[config.mk]
export PLATFORM = sky130hd
export DESIGN_NAME = instr_fetch
export DESIGN_NICKNAME = d
export VERILOG_FILES = /design/src/rtl/instr_fetch.sv
export SDC_FILE = /design/constraint.sdc
export NUM_CORES = 1
export LEC_CHECK = 0
export ABC_AREA = 1
export CORE_MARGIN = 2
export CORE_UTILIZATION = 45
export DETAILED_ROUTE_END_ITERATION = 6
export GPL_ROUTABILITY_DRIVEN = 1
export HOLD_SLACK_MARGIN = 0.12
export PLACE_DENSITY = 0.76
export SYNTH_ARGS = -nofsm -noshare
export SYNTH_HDL_FRONTEND = slang
export SYNTH_SLANG_ARGS = --single-unit
[constraint.sdc]
create_clock -name clk -period 5.2 [get_ports clk]
set_input_delay 1.04 -clock clk [delete_from_list [all_inputs] [get_ports clk]]
set_output_delay 1.04 -clock clk [all_outputs]
set_load 0.005 [all_outputs]
[src/rtl/instr_fetch.sv]
// instr_fetch: PC-driven instruction fetch with one outstanding read
// and a small FIFO of fetched words handed to the decoder.
module instr_fetch #(
    parameter int FIFO_DEPTH = 2
) (
    input  logic        clk,
    input  logic        rst,
    input  logic [0:31] pc_in,
    input  logic        pc_in_valid,
    output logic        pc_in_ready,
    input  logic        flush,
    output logic        imem_req,
    output logic [0:31] imem_addr,
    input  logic        imem_gnt,
    input  logic        imem_rvalid,
    input  logic [0:31] imem_rdata,
    output logic        instr_valid,
    output logic [0:31] instr,
    output logic [0:31] instr_pc,
    output logic        instr_err,
    input  logic        instr_ready
);

    localparam int PW = (FIFO_DEPTH > 2) ? 2 : 1;
    localparam int CW = PW + 1;

    typedef enum logic [1:0] {
        IDLE,
        REQ,
        WAIT,
        DRAIN
    } state_t;

    typedef struct packed {
        logic [0:31] pc;
        logic [0:31] word;
        logic        err;
    } entry_t;

    state_t      state;
    logic [0:31] cap_pc;
    logic        req_q;

    entry_t      mem [FIFO_DEPTH];
    logic [PW-1:0] rd_ptr;
    logic [PW-1:0] wr_ptr;
    logic [CW-1:0] count;

    logic          outstanding;
    logic [CW-1:0] slots;
    logic          accept;
    logic          aligned;
    logic          mem_push;
    logic          err_push;
    logic          push;
    logic          pop;
    entry_t        push_entry;
    entry_t        head;

    // Slot reservation: an in-flight read owns a buffer slot.
    always_comb begin
        outstanding = (state != IDLE);
        slots       = count + CW'(outstanding);
        pc_in_ready = (state == IDLE) && !flush
                      && (slots < CW'(FIFO_DEPTH));
        accept      = pc_in_valid && pc_in_ready;
        aligned     = (pc_in[30:31] == 2'b00);
        mem_push    = (state == WAIT) && imem_rvalid && !flush;
        err_push    = accept && !aligned;
        push        = mem_push || err_push;
        pop         = instr_valid && instr_ready && !flush;
        if (mem_push) begin
            push_entry = '{pc: cap_pc, word: imem_rdata, err: 1'b0};
        end else begin
            push_entry = '{pc: pc_in, word: '0, err: 1'b1};
        end
    end

    // Fetch FSM: one request at a time, flush drains a granted read.
    always_ff @(posedge clk) begin
        if (rst) begin
            state  <= IDLE;
            cap_pc <= '0;
            req_q  <= 1'b0;
        end else begin
            unique case (state)
                IDLE: begin
                    if (accept && aligned) begin
                        cap_pc <= pc_in;
                        req_q  <= 1'b1;
                        state  <= REQ;
                    end
                end
                REQ: begin
                    if (flush) begin
                        req_q <= 1'b0;
                        state <= imem_gnt ? DRAIN : IDLE;
                    end else if (imem_gnt) begin
                        req_q <= 1'b0;
                        state <= WAIT;
                    end
                end
                WAIT: begin
                    if (imem_rvalid) begin
                        state <= IDLE;
                    end else if (flush) begin
                        state <= DRAIN;
                    end
                end
                DRAIN: begin
                    if (imem_rvalid) begin
                        state <= IDLE;
                    end
                end
                default: begin
                    state <= IDLE;
                    req_q <= 1'b0;
                end
            endcase
        end
    end

    // Buffer pointers and count; flush empties it ahead of push/pop.
    always_ff @(posedge clk) begin
        if (rst || flush) begin
            rd_ptr <= '0;
            wr_ptr <= '0;
            count  <= '0;
        end else begin
            if (push) begin
                wr_ptr <= wr_ptr + PW'(1);
            end
            if (pop) begin
                rd_ptr <= rd_ptr + PW'(1);
            end
            count <= count + CW'(push) - CW'(pop);
        end
    end

    // Buffer storage write port.
    always_ff @(posedge clk) begin
        if (!rst && !flush && push) begin
            mem[wr_ptr] <= push_entry;
        end
    end

    // Head entry drives the decoder outputs, zero when empty.
    always_comb begin
        head        = mem[rd_ptr];
        instr_valid = (count != '0);
        instr       = instr_valid ? head.word : '0;
        instr_pc    = instr_valid ? head.pc : '0;
        instr_err   = instr_valid && head.err;
        imem_req    = req_q;
        imem_addr   = cap_pc;
    end

endmodule

-- Word-level counts from Yosys, hierarchy flattened
Memories as Yosys holds them, arrays and structs flattened. A register that Yosys moved wholly into a read port is not among the register bits.
Index checks and enable logic that the tools add are counted.
- bits in registers: 39
- memory bits (writable): 130
- input port bits: 71
- output and inout port bits: 100
- logic and storage cells: 64
- memories kept: 1
- memories (name ; depth ; bits a word ; read ports ; clocked after Yosys merged registers in ; write ports ; line ; source):
    mem ; 2 ; 65 ; 1 ; 1 ; 1 ; 44 ; entry_t mem [FIFO_DEPTH];
- add/sub/neg operators: 5
- $lt $le $gt $ge: 1
- equality and inequality tests: 7
- mux-type cells: 19
- reduce and logical (&&, ||, !) cells: 25
- operators by type and width (kind ; number):
    65-bit 2-to-1 mux ; 1
    32-bit 2-to-1 mux ; 2
    2-bit 2-to-1 mux ; 7
    1-bit logical AND ; 12
    2-bit case mux with 4 select lines ; 1
    1-bit 2-to-1 mux ; 7
    3-bit != test (second input constant) ; 2
    2-bit nonzero test ; 3
    2-bit by 1-bit adder with 2-bit output ; 2
    2-bit == test (second input constant) ; 2
    2-bit zero test ; 2
    4-bit AND reduction ; 1
    1-bit zero test ; 3
    3-bit AND reduction ; 1
    1-bit adder (second input constant) ; 2
    2-bit by 1-bit == test with 1-bit output (second input constant) ; 1
    1-bit logical OR ; 2
    2-bit less-than comparator (second input constant) ; 1
    2-bit by 1-bit != test with 1-bit output (second input constant) ; 1
    2-bit != test (second input constant) ; 1
    1-bit case mux with 2 select lines ; 1
    2-bit AND reduction ; 1
    2-bit by 1-bit subtractor with 2-bit output ; 1

-- Depth between registers and ports, before layout
Gate-level depths: netlist of the first run.
- depth after elaboration: 10
- gate-level depth with buffers: 12
- mapped depth without buffers: 11

-- Worst setup path after synthesis of the first run
No wires, ideal clock.
- path type: input-to-reg
- start: input port flush
- end: memory mem[1][0] in the netlist's numbering, enable pin
- library setup time: 0.510 ns
- arrival time: 4.780 ns
- required time: 4.690 ns
- setup slack: -0.090 ns
- cell stages on the path: 5
- buffers on the path: 2
- cell sequence: buf_4 inv_1 nand3_4 buf_2 a21oi_1
- longest elaborated chain between the ends: 9
- elaborated cells between the ends (all ways): 11
- classes of those cells: mux: 2; reduce/logical: 9
- ends and longest elaborated chain (element ; line ; source):
    start: declaration ; 11 ; input logic flush,
    1-bit zero test * ; 64, 68, 142 ;
    1-bit logical AND ; 64 ; pc_in_ready = (state == IDLE) && !flush
    1-bit logical AND ; 65 ; && (slots < CW'(FIFO_DEPTH));
    1-bit logical AND ; 66 ; accept = pc_in_valid && pc_in_ready;
    1-bit logical AND ; 69 ; err_push = accept && !aligned;
    1-bit logical OR ; 70 ; push = mem_push || err_push;
    1-bit logical AND * ; 142 ; if (!rst && !flush && push) begin
    1-bit 2-to-1 mux * ; 142 ;
    1-bit 2-to-1 mux (implied by the code) * ; 143 ; mem[wr_ptr] <= push_entry;
    end: declaration ; 44 ;
Every way passes the cells marked *; elsewhere a longest branch is shown, timed or not.

==> results of run 1 <==
[through the flow]
| step | instance area [um^2] | instances | hold WS (ps) |
|---|---|---|---|
| after global placement | 8880 | 1040 | 453 |
| after floorplan | 7090 | 695 | 443 |
| after detailed placement | 8880 | 1040 | 456 |
| after global routing | 9450 | 1072 | 486 |
| final | 9450 | 1072 | 462 |
| after CTS | 9450 | 1072 | 466 |
[cell families (layout without fill, tap and decap cells)]
| kind of cell | Yosys count | after routing |
|---|---|---|
| flip-flops | 170 | 170 |
| AO/OA/AOI/OAI | 170 | 170 |
| adder cells (fa/ha/maj) | 1 | 1 |
| XOR/XNOR | 1 | 1 |
| buffers and inverters | 116 | 282 |
| AND/OR/NAND/NOR | 237 | 237 |
[worst max-delay path: cells and delay by family (launching register included)]
kind | cells | cell delay (ps)
AO/OA/AOI/OAI | 1 | 240
flip-flops | 1 | 320
AND/OR/NAND/NOR | 1 | 150
buffers and inverters | 2 | 1410
[cell usage after synthesis, types with 2 or more instances]
cell type	number	share of area, %
nor2_1	45	2.4
inv_2	3	0.16
o21ai_2	2	0.25
nand2_2	3	0.26
nor2_4	2	0.32
edfxtp_1	130	55
dfxtp_1	40	11
buf_2	16	1.1
nand3_1	3	0.21
a21oi_1	102	7.2
buf_6	9	1.4
o21ai_0	37	2.6
buf_4	2	0.21
o21ai_1	27	1.9
nand2_1	175	9.3
clkbuf_1	14	0.74
nor3_1	2	0.14
inv_1	71	3.8
[per-layer routing]
metal	share of wire, %	wire (um)	track usage, %	up-vias
li1	-	-	-	2634
met1	43	7130	24.8	2408
met2	48	7840	32.9	191
met3	6.5	1060	4.58	32
met4	2.1	346	8.98	2
met5	0.079	13	0	-
[placed cells by master (no fill, tap or decap), types with 2 or more instances in the layout]
cell type and count:
nand2_1 175, clkdlybuf4s50_1 170, edfxtp_1 130, a21oi_1 101
inv_1 70, nor2_1 43, dfxtp_1 39, o21ai_0 37
o21ai_1 27, clkbuf_16 17, clkinv_2 6, buf_4 5
inv_2 4, nor2_4 4, clkbuf_1 4, nand2_2 3
nand3_1 3, bufinv_16 3, nor3_1 2, o21ai_2 2
clkinv_1 2
[report_power, final]
part           internal, W  switching (W)  leakage, nW
Combinational     0.000148       0.000139         1.76
Sequential         0.00149      0.0000187         1.55
Clock             0.000747       0.000484        0.283
Total              0.00238       0.000642         3.60
[layout make-up]
type	count	share of cell area, %
well taps	211	2.79
flip-flops and latches	170	49.8
multi-input cells	409	19.9
inverters	74	2.94
repair buffers	176	18.6
clock buffers	21	4.66
clock inverters	11	1.35
[sequential cells by signal (all words and copies together) (netlist names), named ones only]
signal     flops
mem          130
imem_addr     32
count          2
state          2
imem_req       1
rd_ptr         1
wr_ptr         1
[worst max path at each step]
stage	from	endpoint	slack (ps)	depth (start not counted)
2_1_floorplan	flush	mem[0][0]$_DFFE_PP_	340	6
3_5_place_dp	flush	mem[1][23]$_DFFE_PP_	1220	5
6_report	register	instr_pc[4]	1620	4
5_1_grt	register	instr_pc[19]	1410	4
4_1_cts	register	instr_pc[19]	1560	4
3_3_place_gp	flush	mem[1][23]$_DFFE_PP_	1310	5
==> flow_metrics.py, run 1 <==
metrics = {
    "run_status": {
        "status": "finished, final reports clean",
    },
    "synthesis": {
        "yosys_warnings": 0,
        "synth_seq_cells": 170,
        "synthXorXnorAreaFrac_pct": 0.124,
        "synthAdderAreaFrac_pct": 0.177,
        "yosys_most_used_dff": "edfxtp_1",
        "synth_edf_count": 130,
        "async_flop_share_pct": 0,
        "syn_area_mm2": 0.00709,
        "seq_area_frac_synth_pct": 66.4,
        "synthDistinctLibCells": 30,
        "synth_nets": 767,
        "postSynthAreaPerCell_um2": 10.2,
        "synth_compound_area_share_pct": 12.2,
        "muxShareOfSynthArea_pct": 0,
        "synth_top_family_by_area": "simple AND/OR/NAND/NOR gates",
        "synthSimpleGateAreaFrac_pct": 13.6,
        "netlist_instances": 695,
    },
    "placed_design": {
        "io_buffers": 170,
        "place_ws_ps": 1220,
        "dp_hpwl_um": 10100,
        "finalWeightedCongestion": 0.790,
    },
    "grt": {
        "track_usage_pct": 19.8,
        "grt_pass1_wl_um": 25300,
        "grt_max_degree": 66,
        "overflow": 0,
        "grt_antenna_before_repair": 1,
        "grt_pass1_vias": 5118,
    },
    "critical_path": {
        "required_ps": 4160,
        "cp_cell_sequence": "inv_2 -> nand2_1 -> a21oi_1 -> clkdlybuf4s50_1",
        "endpoint_kind": "primary output",
        "startpoint_type": "register",
        "r2r-end": "mem[1][31]$_DFFE_PP_",
        "crit_type": "register to primary output",
        "path_max_fanout": 65,
        "r2r-start": "state[1]$_SDFFE_PP0P_",
        "ff2ff_path_depth": 5,
        "cpPeakStageDelay_ps": 860,
        "rrSetupSlack_ps": 2480,
        "crit_slowest_cell": "inv_2",
        "cp.arrival_ps": 2540,
    },
    "clocking": {
        "clk_pin_slew_ps": 60,
        "cts_hold_buf": 0,
        "htreeDepth": 4,
        "clkLatencyLatePin_ps": 420,
        "ctsResizeCount": 0,
        "cts_root_buf": "clkbuf_16",
        "cts_buffers": 17,
        "clock_sinks": 170,
        "cts_tree": "done",
        "ctsLongestPathBuffers": 2,
        "cts_setup_buffers": 0,
    },
    "floorplanning": {
        "io_pins": 171,
        "core_mm2": 0.0153,
        "dieWidth_um": 129,
        "start_util_pct": 46.3,
        "die_area_mm2": 0.0168,
        "row_count": 45,
        "fp.dieH_um": 129,
    },
    "power": {
        "finalPower_w": 0.00302,
        "vdd_ir_drop_max_v": 0.000214,
        "p_per_area_mw_per_mm2": 320,
        "p_leak_nw": 3.60,
    },
    "finish": {
        "area_delta_synth_final_pct": 33.4,
        "multi_input_area_mm2": 0.00188,
        "seqCellArea_mm2": 0.00471,
        "fin_util_pct": 61.7,
        "final_nets": 920,
        "antenna_cells": 0,
        "final_layout_size_suffix_gt1_share_pct": 5.92,
        "fillers": 1257,
    },
    "sta": {
        "setup_ws_ps": 1620,
        "timing_hold_violations_final": 0,
        "fin_crit_sh_pct": 68.8,
        "tightestPinTransition_ps": 1200,
        "tns_ps": 0,
        "skew_ps": 5.69,
        "fmax_ghz": 0.279,
        "rsz0062_at_grt": "no",
        "slew_violations": 0,
        "min_period_ps": 3580,
        "finalSetupViolations": 0,
        "relSlewSlack_pct": 19.7,
    },
    "drt": {
        "drtIter0Drc": 357,
        "wire_per_inst_um": 15.3,
        "viasPerCell": 4.91,
        "drt_first_pass_iters": 5,
        "drc": 0,
        "ant_nets": 0,
        "dr_total_vias": 5267,
        "wl_um": 16400,
    },
    "hold_path": {
        "hold_depth": 2,
        "hold_class": "register to register",
        "hold_path_startpoint": "imem_addr[8]$_SDFFE_PP0P_",
        "hold-path-endpoint": "imem_addr[8]$_SDFFE_PP0P_",
    },
    "job": {
        "maxCapViolations": 0,
    },
}
No activity file was read; power rests on OpenSTA's default activity.
==> run 2: changes to the inputs <==
- clock period: 5.2 -> 2.9 ns (I/O delays scaled with it)
==> flow_metrics.py, run 2 (same netlist as run 1, synthesis figures left out) <==
metrics = {
    "grt": {
        "track_usage_pct": 19.3,
        "grt_max_degree": 98,
        "grt_antenna_before_repair": 0,
        "grt_pass1_wl_um": 24700,
        "grt_pass1_vias": 5014,
        "overflow": 0,
    },
    "critical_path": {
        "cp.arrival_ps": 2120,
        "r2r-start": "state[1]$_SDFFE_PP0P_",
        "path_depth": 5,
        "crit_family": "buffers and inverters",
        "cp_cell_sequence": "inv_2 -> buf_4 -> nand2_1 -> a21oi_1 -> clkdlybuf4s50_1",
        "cpPeakStageDelay_ps": 600,
        "path_max_fanout": 18,
        "required_ps": 2320,
        "crit_type": "register to primary output",
        "ff2ff_path_depth": 6,
        "path_buf_inv": 3,
        "crit_slowest_cell": "clkdlybuf4s50_1",
        "startpoint_type": "register",
        "endpoint_kind": "primary output",
    },
    "clocking": {
        "clk_pin_slew_ps": 60,
        "cts_hold_buf": 0,
        "cts_setup_buffers": 0,
        "ctsLongestPathBuffers": 2,
        "ctsResizeCount": 0,
        "htreeDepth": 4,
        "clkLatencyLatePin_ps": 420,
        "clock_sinks": 170,
        "cts_root_buf": "clkbuf_16",
        "cts_buffers": 17,
        "cts_tree": "done",
    },
    "placed_design": {
        "dp_hpwl_um": 10000,
        "finalWeightedCongestion": 0.856,
        "place_ws_ps": 164,
        "io_buffers": 170,
        "dp_cells": 1046,
    },
    "hold_path": {
        "hold_class": "register to register",
        "hold_depth": 2,
        "hold_path_startpoint": "imem_addr[27]$_SDFFE_PP0P_",
    },
    "sta": {
        "timing_hold_violations_final": 0,
        "fmax_ghz": 0.370,
        "relSlewSlack_pct": 71.4,
        "whs_ps": 461,
        "skew_ps": 6.58,
        "rsz0062_at_grt": "no",
        "tns_ps": 0,
        "tightestPinTransition_ps": 428,
        "min_period_ps": 2700,
        "fin_crit_sh_pct": 93.2,
        "setup_ws_ps": 198,
        "finalSetupViolations": 0,
        "slew_violations": 0,
    },
    "finish": {
        "fin_util_pct": 62.9,
        "area_delta_synth_final_pct": 36.0,
        "largest_register_ffs": 130,
        "regMostFlops": "mem",
        "final_nets": 926,
        "seqCellArea_mm2": 0.00471,
        "fillers": 1264,
        "layout_commonest_cell": "nand2_1",
        "multi_input_area_mm2": 0.00188,
        "instances_no_fill": 1078,
        "antenna_cells": 0,
        "mostFrequentLayoutCells": "nand2_1 (175), clkdlybuf4s50_1 (170), edfxtp_1 (130)",
        "final_layout_size_suffix_gt1_share_pct": 7.15,
    },
    "run_status": {
        "status": "finished, final reports clean",
    },
    "floorplanning": {
        "die_area_mm2": 0.0168,
        "fp.dieH_um": 129,
        "io_pins": 171,
        "start_util_pct": 46.3,
        "row_count": 45,
        "core_mm2": 0.0153,
        "dieWidth_um": 129,
    },
    "drt": {
        "wire_per_inst_um": 14.9,
        "viasPerCell": 4.83,
        "dr_total_vias": 5208,
        "drc": 0,
        "drtIter0Drc": 339,
        "ant_nets": 0,
        "wl_um": 16100,
        "drt_first_pass_iters": 5,
    },
    "power": {
        "p_per_area_mw_per_mm2": 577,
        "p_leak_nw": 3.68,
        "vdd_ir_drop_max_v": 0.000361,
    },
    "job": {
        "maxCapViolations": 0,
    },
}
==> run 2: changes by cell type in the layout (fill, tap and decap cells not counted) <==
cell and change:
clkbuf_1 -3, clkinv_2 -4, buf_4 -1, inv_4 +1, clkinv_1 -2, clkinvlp_4 +2
clkinv_4 +2, clkbuf_8 +4, buf_12 +7
==> run 2: tightest hold or removal path: stages, from the launching register on <==
cell and delay (ps):
dfxtp_1 310, inv_1 60, a21oi_1 50
==> run 2: final cells by class <==
class,instances,share of cell area [%]
inverters,74,2.88
clock buffers,22,5.02
flip-flops and latches,170,48.8
clock inverters,10,1.44
repair buffers,182,19.6
well taps,211,2.74
multi-input cells,409,19.5
==> run 2: metrics by stage <==
stage | cell area [um^2] | total power, W
floorplan | 7110 | 0.00298
global placement | 9020 | 0.00327
detailed placement | 9020 | 0.00328
CTS | 9640 | 0.00560
global route | 9640 | 0.00576
finish | 9640 | 0.00556
==> run 2: metal layers <==
layer	wire length, um	track usage, %
met4	193	6.64
met2	7630	31.7
met5	0	0
met1	7220	24.9
met3	1060	5.16
==> run 2: final timing paths <==
kind	slack, ps	endpoint
worst min register to register	460	imem_addr[27]$_SDFFE_PP0P_
worst max-delay path	200	instr_pc[31]
worst min-delay path	460	imem_addr[27]$_SDFFE_PP0P_
worst max register to register	960	mem[0][17]$_DFFE_PP_
==> run 2: report_power, final <==
part	switching, W	total, W	leakage [nW]	internal [W]
sequential	0.0000332	0.00270	1.55	0.00267
combinational	0.000251	0.000525	1.82	0.000273
clock	0.000892	0.00234	0.303	0.00145
